`src/rtl/proc_pkg.sv`:
```
// Shared fetch-stage definitions.
//   ADDR_W / WORD_W / BOFS_W : default address, instruction and branch-offset widths
//   HALT_OP                  : instruction encoding that ends the program
//   fetch_state_t            : fetch FSM states
//   addr_t / word_t          : address and instruction word types
package proc_pkg;
  localparam int ADDR_W = 16;
  localparam int WORD_W = 9;
  localparam int BOFS_W = 8;

  localparam logic [WORD_W-1:0] HALT_OP = 9'h1FF;

  typedef enum logic [1:0] {IDLE, RUN, HALTED} fetch_state_t;

  typedef logic [ADDR_W-1:0] addr_t;
  typedef logic [WORD_W-1:0] word_t;
endpackage

```
`src/rtl/inst_fetch_if.sv`:
```
// Fetch-stage bus: control from downstream, ROM data in, fetch results out.
//   master : downstream/ROM side (drives Start, Stall, branch inputs, InstIn)
//   slave  : fetch stage (drives InstAddress, InstOut, InstPC, InstValid, Done, CycleCount)
interface inst_fetch_if #(
  parameter int A     = 16,
  parameter int W     = 9,
  parameter int OFS_W = 8
);
  logic             Start;
  logic             Stall;
  logic             BranchTaken;
  logic             BranchAbs;
  logic [A-1:0]     BranchTarget;
  logic [OFS_W-1:0] BranchOffset;
  logic [W-1:0]     InstIn;
  logic [A-1:0]     InstAddress;
  logic [W-1:0]     InstOut;
  logic [A-1:0]     InstPC;
  logic             InstValid;
  logic             Done;
  logic [31:0]      CycleCount;

  modport master (
    output Start, Stall, BranchTaken, BranchAbs, BranchTarget, BranchOffset, InstIn,
    input  InstAddress, InstOut, InstPC, InstValid, Done, CycleCount
  );

  modport slave (
    input  Start, Stall, BranchTaken, BranchAbs, BranchTarget, BranchOffset, InstIn,
    output InstAddress, InstOut, InstPC, InstValid, Done, CycleCount
  );
endinterface

```
`src/rtl/pc_next_calc.sv`:
```
// Combinational next-PC selection.
//   pc, inst_pc          : current PC and address of the instruction in decode
//   stall                : hold PC
//   branch_taken/abs     : redirect; absolute target or inst_pc-relative offset
//   branch_target/offset : branch operands (offset is two's complement)
//   pc_next              : selected next PC, all arithmetic modulo 2**A
module pc_next_calc #(
  parameter int A     = 16,
  parameter int OFS_W = 8
) (
  input  logic [A-1:0]     pc,
  input  logic [A-1:0]     inst_pc,
  input  logic             stall,
  input  logic             branch_taken,
  input  logic             branch_abs,
  input  logic [A-1:0]     branch_target,
  input  logic [OFS_W-1:0] branch_offset,
  output logic [A-1:0]     pc_next
);
  logic [A-1:0] ofs_sext;

  assign ofs_sext = {{(A-OFS_W){branch_offset[OFS_W-1]}}, branch_offset};

  always_comb begin
    pc_next = pc + A'(1);
    if (stall)
      pc_next = pc;
    else if (branch_taken)
      pc_next = branch_abs ? branch_target : inst_pc + ofs_sext;
  end
endmodule

```
`src/rtl/inst_fetch.sv`:
```
// PC / fetch stage in front of the instruction ROM.
//   CLK, Reset : clock and synchronous active-high reset
//   bus        : inst_fetch_if slave (control in, ROM data in, fetch results out)
// Optional build macro FETCH_CYCLE_COUNT_EN: saturating count of RUN cycles on
// CycleCount; without it CycleCount is tied to 0.
module inst_fetch import proc_pkg::*; #(
  parameter int           A          = ADDR_W,
  parameter int           W          = WORD_W,
  parameter int           OFS_W      = BOFS_W,
  parameter logic [A-1:0] START_ADDR = '0,
  parameter logic [W-1:0] HALT_OP    = proc_pkg::HALT_OP
) (
  input  logic        CLK,
  input  logic        Reset,
  inst_fetch_if.slave bus
);
  fetch_state_t state;
  logic [A-1:0] pc;
  logic [A-1:0] pc_next;
  logic [W-1:0] inst_out;
  logic [A-1:0] inst_pc;
  logic         inst_valid;
  logic         done;
  // Halt word is on InstOut (valid) for one cycle before HALTED/Done.
  logic         halt_pend;

  pc_next_calc #(.A(A), .OFS_W(OFS_W)) u_pc_next (
    .pc            (pc),
    .inst_pc       (inst_pc),
    .stall         (bus.Stall),
    .branch_taken  (bus.BranchTaken),
    .branch_abs    (bus.BranchAbs),
    .branch_target (bus.BranchTarget),
    .branch_offset (bus.BranchOffset),
    .pc_next       (pc_next)
  );

  always_ff @(posedge CLK) begin
    if (Reset) begin
      state      <= IDLE;
      pc         <= START_ADDR;
      inst_out   <= '0;
      inst_pc    <= '0;
      inst_valid <= 1'b0;
      done       <= 1'b0;
      halt_pend  <= 1'b0;
    end else if (bus.Start) begin
      state      <= RUN;
      pc         <= START_ADDR;
      inst_valid <= 1'b0;
      done       <= 1'b0;
      halt_pend  <= 1'b0;
    end else begin
      case (state)
        RUN: begin
          if (halt_pend) begin
            state      <= HALTED;
            done       <= 1'b1;
            inst_valid <= 1'b0;
            halt_pend  <= 1'b0;
          end else if (!bus.Stall) begin
            if (bus.BranchTaken) begin
              // Word fetched this cycle is wrong-path: drop it.
              pc         <= pc_next;
              inst_valid <= 1'b0;
            end else begin
              inst_out   <= bus.InstIn;
              inst_pc    <= pc;
              inst_valid <= 1'b1;
              if (bus.InstIn == HALT_OP) halt_pend <= 1'b1;
              else                       pc        <= pc_next;
            end
          end
        end
        default: inst_valid <= 1'b0;
      endcase
    end
  end

`ifdef FETCH_CYCLE_COUNT_EN
  logic [31:0] cycle_cnt;

  always_ff @(posedge CLK) begin
    if (Reset || bus.Start)
      cycle_cnt <= '0;
    else if (state == RUN && cycle_cnt != 32'hFFFF_FFFF)
      cycle_cnt <= cycle_cnt + 32'd1;
  end

  assign bus.CycleCount = cycle_cnt;
`else
  assign bus.CycleCount = '0;
`endif

  assign bus.InstAddress = pc;
  assign bus.InstOut     = inst_out;
  assign bus.InstPC      = inst_pc;
  assign bus.InstValid   = inst_valid;
  assign bus.Done        = done;
endmodule
```
`src/flat_wrapper.sv`:
```
// flat-port wrapper written by rule: the top's interface ports become plain ports
module inst_fetch_flat import proc_pkg::*;
#(
  parameter int           A          = ADDR_W,
  parameter int           W          = WORD_W,
  parameter int           OFS_W      = BOFS_W,
  parameter logic [A-1:0] START_ADDR = '0,
  parameter logic [W-1:0] HALT_OP    = proc_pkg::HALT_OP
)
  (CLK, Reset, bus_Start, bus_Stall, bus_BranchTaken, bus_BranchAbs, bus_BranchTarget, bus_BranchOffset, bus_InstIn, bus_InstAddress, bus_InstOut, bus_InstPC, bus_InstValid, bus_Done, bus_CycleCount);
  inst_fetch_if #(.A(A), .W(W), .OFS_W(OFS_W)) bus_i ();
  input  logic CLK;
  input  logic Reset;
  input wire logic [$bits(bus_i.Start)-1:0] bus_Start;
  input wire logic [$bits(bus_i.Stall)-1:0] bus_Stall;
  input wire logic [$bits(bus_i.BranchTaken)-1:0] bus_BranchTaken;
  input wire logic [$bits(bus_i.BranchAbs)-1:0] bus_BranchAbs;
  input wire logic [$bits(bus_i.BranchTarget)-1:0] bus_BranchTarget;
  input wire logic [$bits(bus_i.BranchOffset)-1:0] bus_BranchOffset;
  input wire logic [$bits(bus_i.InstIn)-1:0] bus_InstIn;
  output wire logic [$bits(bus_i.InstAddress)-1:0] bus_InstAddress;
  output wire logic [$bits(bus_i.InstOut)-1:0] bus_InstOut;
  output wire logic [$bits(bus_i.InstPC)-1:0] bus_InstPC;
  output wire logic [$bits(bus_i.InstValid)-1:0] bus_InstValid;
  output wire logic [$bits(bus_i.Done)-1:0] bus_Done;
  output wire logic [$bits(bus_i.CycleCount)-1:0] bus_CycleCount;
  assign bus_i.Start = bus_Start;
  assign bus_i.Stall = bus_Stall;
  assign bus_i.BranchTaken = bus_BranchTaken;
  assign bus_i.BranchAbs = bus_BranchAbs;
  assign bus_i.BranchTarget = bus_BranchTarget;
  assign bus_i.BranchOffset = bus_BranchOffset;
  assign bus_i.InstIn = bus_InstIn;
  assign bus_InstAddress = bus_i.InstAddress;
  assign bus_InstOut = bus_i.InstOut;
  assign bus_InstPC = bus_i.InstPC;
  assign bus_InstValid = bus_i.InstValid;
  assign bus_Done = bus_i.Done;
  assign bus_CycleCount = bus_i.CycleCount;
  inst_fetch #(.A(A), .W(W), .OFS_W(OFS_W), .START_ADDR(START_ADDR), .HALT_OP(HALT_OP)) u_core (.CLK(CLK), .Reset(Reset), .bus(bus_i));
endmodule
```
`config.mk`:
```
export PLATFORM = sky130hd
export DESIGN_NAME = inst_fetch_flat
export DESIGN_NICKNAME = d
export VERILOG_FILES = /design/src/rtl/proc_pkg.sv /design/src/rtl/inst_fetch_if.sv /design/src/rtl/pc_next_calc.sv /design/src/rtl/inst_fetch.sv /design/src/flat_wrapper.sv
export SDC_FILE = /design/constraint.sdc
export NUM_CORES = 1
export LEC_CHECK = 0
export ABC_CLOCK_PERIOD_IN_PS = 2700
export BUFFER_PORTS_ARGS = -buffer_cell sky130_fd_sc_hd__buf_2
export CAP_MARGIN = 20
export CORE_MARGIN = 3
export CORE_UTILIZATION = 40
export DETAILED_ROUTE_END_ITERATION = 7
export PLACE_DENSITY_LB_ADDON = 0.2
export REMOVE_ABC_BUFFERS = 1
export SETUP_SLACK_MARGIN = 0.15
export SYNTH_ARGS = -nofsm -noshare
export SYNTH_HDL_FRONTEND = slang
export SYNTH_SLANG_ARGS = --single-unit
```
`constraint.sdc`:
```
create_clock -name CLK -period 2.7 [get_ports CLK]
set_input_delay 0.405 -clock CLK [delete_from_list [all_inputs] [get_ports CLK]]
set_output_delay 0.405 -clock CLK [all_outputs]
set_load 0.02 [all_outputs]
```
==> results of run 1 <==
sequential cells by signal, summed over array words and instances, names as in the netlist:
signal	count
u_core.bus.InstOut	9
u_core.bus.InstValid	1
u_core.bus.InstPC	16
u_core.state	2
u_core.halt_pend	1
u_core.bus.InstAddress	16
synthesized netlist by cell type (all sizes together), types with 6 or more instances:
master | number | area [sq um]
o21ai | 24 | 120
nand2b | 6 | 45.0
ha | 16 | 200
nor3 | 7 | 46.3
a21oi | 54 | 274
and3 | 7 | 43.8
dfxtp | 45 | 901
buf | 46 | 344
nand2 | 74 | 278
nand4 | 6 | 37.5
nand3 | 10 | 55.1
clkbuf | 7 | 26.3
xnor2 | 12 | 105
o211ai | 6 | 45.0
nor2 | 25 | 93.8
power by group through the flow:
stage	registers (mW)	clock network [mW]	logic, mW
floorplan	0.703	0	0.133
global placement	0.696	0	0.238
detailed placement	0.696	0	0.238
CTS	0.681	0.550	0.239
global route	0.682	0.574	0.267
finish	0.681	0.539	0.242
final cells by class:
type                            instances  area [sq um]
Clock inverter                          3          46.3
Multi-Input combinational cell        346          2050
Inverter                                6          22.5
Clock buffer                            5          68.8
Sequential cell                        45           901
Tap cell                              102           128
Timing Repair Buffer                   93           495
Fill cell                             824          4060
cell families (layout without fill, tap and decap cells):
logic type | after synthesis | in the layout | synth area share (%)
AND/OR/NAND/NOR | 154 | 154 | 23.4
AO/OA/AOI/OAI | 125 | 125 | 24.4
buffers and inverters | 59 | 107 | 12.2
flip-flops | 45 | 45 | 28.0
adder cells (fa/ha/maj) | 17 | 17 | 6.84
XOR/XNOR | 16 | 16 | 4.35
multiplexers | 2 | 2 | 0.622
other | 1 | 32 | 0.116
layer usage:
layer	GRT usage, %	up-vias	wire, um
met3	3.91	13	877
met5	0	-	0
met1	30.2	1485	4370
met4	6.87	0	140
met2	31.6	135	4090
li1	-	1591	-
critical path: stages, from the launching register on:
cell,delay (ps)
dfxtp_1,340
ha_1,250
fa_1,410
a21o_1,220
a221oi_2,290
o21ai_0,150
a21oi_2,200
nor3_1,70
o31a_1,290
stage by stage:
| stage | instance area (sq um) | setup slack (ps) | hold slack (ps) | cells | power (mW) |
|---|---|---|---|---|---|
| 5_1_grt | 3710 | 147 | 346 | 600 | 1.52 |
| 6_report | 3710 | 384 | 325 | 600 | 1.46 |
| 3_5_place_dp | 3590 | 188 | 447 | 592 | 0.934 |
| 3_3_place_gp | 3590 | 189 | 439 | 592 | 0.934 |
| 4_1_cts | 3700 | 326 | 325 | 600 | 1.47 |
| 2_1_floorplan | 2970 | 324 | 470 | 397 | 0.836 |
how the worst min path moves through the flow:
stage	slack (ps)	cells past startpoint	to	start
3_5_place_dp	450	2	u_core.bus.InstOut[6]	u_core.bus.InstOut[6]
6_report	320	3	u_core.bus.InstOut[2]	bus_InstIn[2]
2_1_floorplan	470	1	u_core.bus.InstValid	u_core.halt_pend
3_3_place_gp	440	2	u_core.bus.InstOut[8]	u_core.bus.InstOut[8]
5_1_grt	350	3	u_core.bus.InstOut[5]	bus_InstIn[5]
4_1_cts	320	3	u_core.bus.InstOut[2]	bus_InstIn[2]
==> impl_metrics.env, run 1 <==
export IMPL_outcome="complete, no violations"
export IMPL_cp_arrival_ps=2520
export IMPL_worst_pin_slew_ps=555
export IMPL_drt_iter0_drc=239
export IMPL_post_route_min_period_ps=2320
export IMPL_cts_buffers=5
export IMPL_drtAntennaViolNets=0
export IMPL_rows=32
export IMPL_crit_required_ps=2910
export IMPL_vias=3224
export IMPL_synth_edff_count=0
export IMPL_synth_seq_cells=45
export IMPL_tns_ps=0
export IMPL_overflow=0
export IMPL_layout_common_cells="buf_2, nand2_1, a21oi_1"
export IMPL_die_height_um=95.7
export IMPL_switchingPower_uw=436
export IMPL_period_share_pct=85.8
export IMPL_power_frac_comb_pct=16.5
export IMPL_synth_avg_cell_area_sq_um=7.68
export IMPL_ir_drop_mv=0.182
export IMPL_synth_cell_area_sq_um=3220
export IMPL_area_delta_synth_final_pct=15.2
export IMPL_post_drt_wl_per_cell_um=15.8
export IMPL_htreeDepth=2
export IMPL_critPathKind="register to register"
export IMPL_p_clk_share_pct=36.9
export IMPL_pwr_share_seq_pct=46.6
export IMPL_rsz0062_at_grt="true"
export IMPL_grt_use_total_pct=21.0
export IMPL_yosysUniqueCellTypes=61
export IMPL_fp_dieW_um=95.7
export IMPL_viasPerCell=5.37
export IMPL_endpoint_kind="register"
export IMPL_grt_pass1_wl_mm=15.1
export IMPL_min_path_type="input pin to register"
export IMPL_yosys_warnings=0
export IMPL_fin_util_pct=47.7
export IMPL_max_slew_margin_rel_pct=63.0
export IMPL_powerDensity_nw_per_um2=394
export IMPL_dp_hpwl_mm=7.19
export IMPL_skew_ps=8.75
export IMPL_worstRegToRegCells=8
export IMPL_ctsResizeCount=0
export IMPL_cts_tree="done"
export IMPL_post_cts_buffers=0
export IMPL_root_buffer="clkbuf_8"
export IMPL_internal_power_mw=1.03
export IMPL_final_common_cell="buf_2"
export IMPL_ff2ff_setup_slack_ps=380
export IMPL_start_kind="register"
export IMPL_clk_pin_slew_ps=100
export IMPL_hold_violations=0
export IMPL_r2r_end="u_core.bus.InstAddress[14]"
export IMPL_async_reset_ff_share_pct=0
export IMPL_nets=553
export IMPL_crit_start="u_core.bus.InstPC[0]"
export IMPL_setup_viol=0
export IMPL_antenna_found_initial=0
export IMPL_synth_cells=419
export IMPL_p_sw_share_pct=29.8
export IMPL_start_util_pct=41.4
export IMPL_die_area_sq_um=9160
export IMPL_io_pins=114
export IMPL_final_layout_size_suffix_gt1_share_pct=23.1
export IMPL_grt_pass1_vias=2981
export IMPL_r2r_start="u_core.bus.InstPC[0]"
export IMPL_maxSlewViolCount=0
export IMPL_wl_mm=9.48
export IMPL_crit_end="u_core.bus.InstAddress[14]"
export IMPL_cts_hold_buf=0
export IMPL_ys_flop_type="dfxtp_1"
export IMPL_drv_cap=0
export IMPL_crit_fanout=3
export IMPL_diodes=0
export IMPL_p_leak_nw=1.62
export IMPL_firstDrtPassIters=4
export IMPL_finalWeightedCongestion=0.967
export IMPL_drc=0
export IMPL_ys_seq_area_share_pct=28.0
export IMPL_core_sq_um=7770
export IMPL_insertion_delay_ps=310
export IMPL_cts_sinks=45
export IMPL_cts_buffer_depth=2
export IMPL_portBuffers=81
export IMPL_grt_max_degree=29
export IMPL_fmax_mhz=432
(Power assumes the default switching activity.)
==> run 2, diff against run 1 <==
--- a/config.mk
+++ b/config.mk
@@ -8,8 +8,10 @@
 export ABC_CLOCK_PERIOD_IN_PS = 2700
 export BUFFER_PORTS_ARGS = -buffer_cell sky130_fd_sc_hd__buf_2
 export CAP_MARGIN = 20
+export CELL_PAD_IN_SITES_DETAIL_PLACEMENT = 1
+export CELL_PAD_IN_SITES_GLOBAL_PLACEMENT = 1
 export CORE_MARGIN = 3
-export CORE_UTILIZATION = 40
+export CORE_UTILIZATION = 36
 export DETAILED_ROUTE_END_ITERATION = 7
 export PLACE_DENSITY_LB_ADDON = 0.2
 export REMOVE_ABC_BUFFERS = 1
==> impl_metrics.env, run 2 (synthesis gave the netlist of run 1 again) <==
export IMPL_worst_slack_ps=289
export IMPL_cts_tree="done"
export IMPL_internal_power_uw=929
export IMPL_portBuffers=81
export IMPL_die_area_sq_um=10100
export IMPL_dp_cells=594
export IMPL_fmax_mhz=415
export IMPL_area_delta_synth_final_pct=15.0
export IMPL_antenna_found_initial=0
export IMPL_cts_buffer_depth=2
export IMPL_drt_iter0_drc=150
export IMPL_final_common_cell="buf_2"
export IMPL_layout_common_cells="buf_2, nand2_1, a21oi_1"
export IMPL_route_met2_wl_mm=5.05
export IMPL_path_cells="ha_1, fa_1, a21o_1, a221oi_2, o21ai_0, a21oi_1, buf_4, xnor2_1, o2bb2ai_1"
export IMPL_whs_ps=346
export IMPL_period_share_pct=89.3
export IMPL_wl_mm=10.7
export IMPL_clk_pin_slew_ps=100
export IMPL_htreeDepth=2
export IMPL_start_kind="register"
export IMPL_wl_met1_mm=4.53
export IMPL_start_util_pct=38.0
export IMPL_vias=3296
export IMPL_cts_hold_buf=0
export IMPL_post_route_min_period_ps=2410
export IMPL_maxUsedRoutingLayer="met4"
export IMPL_fp_dieW_um=101
export IMPL_crit_required_ps=2940
export IMPL_critPathKind="register to register"
export IMPL_cts_buffers=5
export IMPL_maxSlewViolCount=0
export IMPL_drv_cap=0
export IMPL_p_leak_nw=1.61
export IMPL_overflow=0
export IMPL_worst_pin_slew_ps=552
export IMPL_max_slew_margin_rel_pct=63.1
export IMPL_ir_drop_mv=0.158
export IMPL_grt_pass1_wl_mm=17.1
export IMPL_setup_viol=0
export IMPL_endpoint_kind="register"
export IMPL_wl_met3_mm=1.08
export IMPL_min_path_type="input pin to register"
export IMPL_cts_sinks=45
export IMPL_rsz0062_at_grt="false"
export IMPL_dp_hpwl_mm=8.32
export IMPL_critPathSlowestCell="fa_1"
export IMPL_skew_ps=8.52
export IMPL_place_ws_ps=215
export IMPL_power_frac_comb_pct=18.2
export IMPL_pwr_share_seq_pct=50.0
export IMPL_root_buffer="clkbuf_8"
export IMPL_insertion_delay_ps=310
export IMPL_viasPerCell=5.48
export IMPL_nets=552
export IMPL_grt_use_total_pct=21.3
export IMPL_final_cells=602
export IMPL_tns_ps=0
export IMPL_finalWeightedCongestion=0.909
export IMPL_rows=33
export IMPL_outcome="complete, no violations"
export IMPL_die_height_um=101
export IMPL_post_drt_wl_per_cell_um=17.9
export IMPL_core_sq_um=8460
export IMPL_critical_path_max_stage_delay_ps=420
export IMPL_drtAntennaViolNets=0
export IMPL_io_pins=114
export IMPL_cp_arrival_ps=2650
export IMPL_nFillCells=1102
export IMPL_firstDrtPassIters=4
export IMPL_powerDensity_nw_per_um2=368
export IMPL_drc=0
export IMPL_grt_pass1_vias=3279
export IMPL_p_clk_share_pct=31.8
export IMPL_diodes=0
export IMPL_final_layout_size_suffix_gt1_share_pct=22.9
export IMPL_grt_max_degree=25
export IMPL_p_sw_share_pct=31.8
export IMPL_crit_fanout=3
export IMPL_hold_violations=0
export IMPL_switchingPower_uw=434
[run 2: final cells by class]
cell class | instances | area (sq um) | share of cell area [%]
Clock inverter | 3 | 17.5 | 0.473
Tap cell | 105 | 131 | 3.55
Inverter | 6 | 22.5 | 0.608
Clock buffer | 5 | 68.8 | 1.86
Sequential cell | 45 | 901 | 24.3
Timing Repair Buffer | 92 | 513 | 13.9
Multi-Input combinational cell | 346 | 2050 | 55.3
[run 2: power by group through the flow]
| stage | Clock (mW) | Combinational, mW | Sequential [mW] |
|---|---|---|---|
| after floorplan | 0 | 0.133 | 0.703 |
| after global placement | 0 | 0.240 | 0.696 |
| after detailed placement | 0 | 0.245 | 0.696 |
| after CTS | 0.450 | 0.247 | 0.681 |
| after global routing | 0.474 | 0.273 | 0.683 |
| final | 0.433 | 0.248 | 0.681 |
[run 2: worst max-delay path, delay by kind of cell, from the launching register on]
family          cells  cell delay, ps
flops               1             340
fa+ha+maj           2             680
xor+xnor            1             140
compound gates      5            1010
buf+inv             1             160
[run 2: per-layer routing]
metal	vias up	GRT usage, %
met5	-	0
met4	0	5.08
met3	11	3.53
met2	135	34.7
met1	1567	29.5
li1	1583	-
[run 2: through the flow]
stage | cell area (sq um) | utilization (%) | power (mW)
after floorplan | 2970 | - | 0.836
after global placement | 3610 | 42.6 | 0.936
after detailed placement | 3610 | 42.6 | 0.941
after CTS | 3700 | 43.7 | 1.38
after global routing | 3700 | 43.7 | 1.43
final | 3700 | 43.7 | 1.36
[run 2: timing repair]
action | in CTS | in global routing
endpoints found under the setup margin | 0 | 2
buffers inserted | 0 | 0
resized for setup | 0 | 2
[run 2: worst paths after layout]
path	startpoint	to	slack, ps	cells past startpoint
worst max register to register	u_core.bus.InstPC[0]	u_core.bus.InstAddress[10]	290	9
worst min register to register	u_core.bus.InstOut[0]	u_core.bus.InstOut[0]	460	2
worst min-delay path	bus_InstIn[0]	u_core.bus.InstOut[0]	350	3
worst max-delay path	u_core.bus.InstPC[0]	u_core.bus.InstAddress[10]	290	9
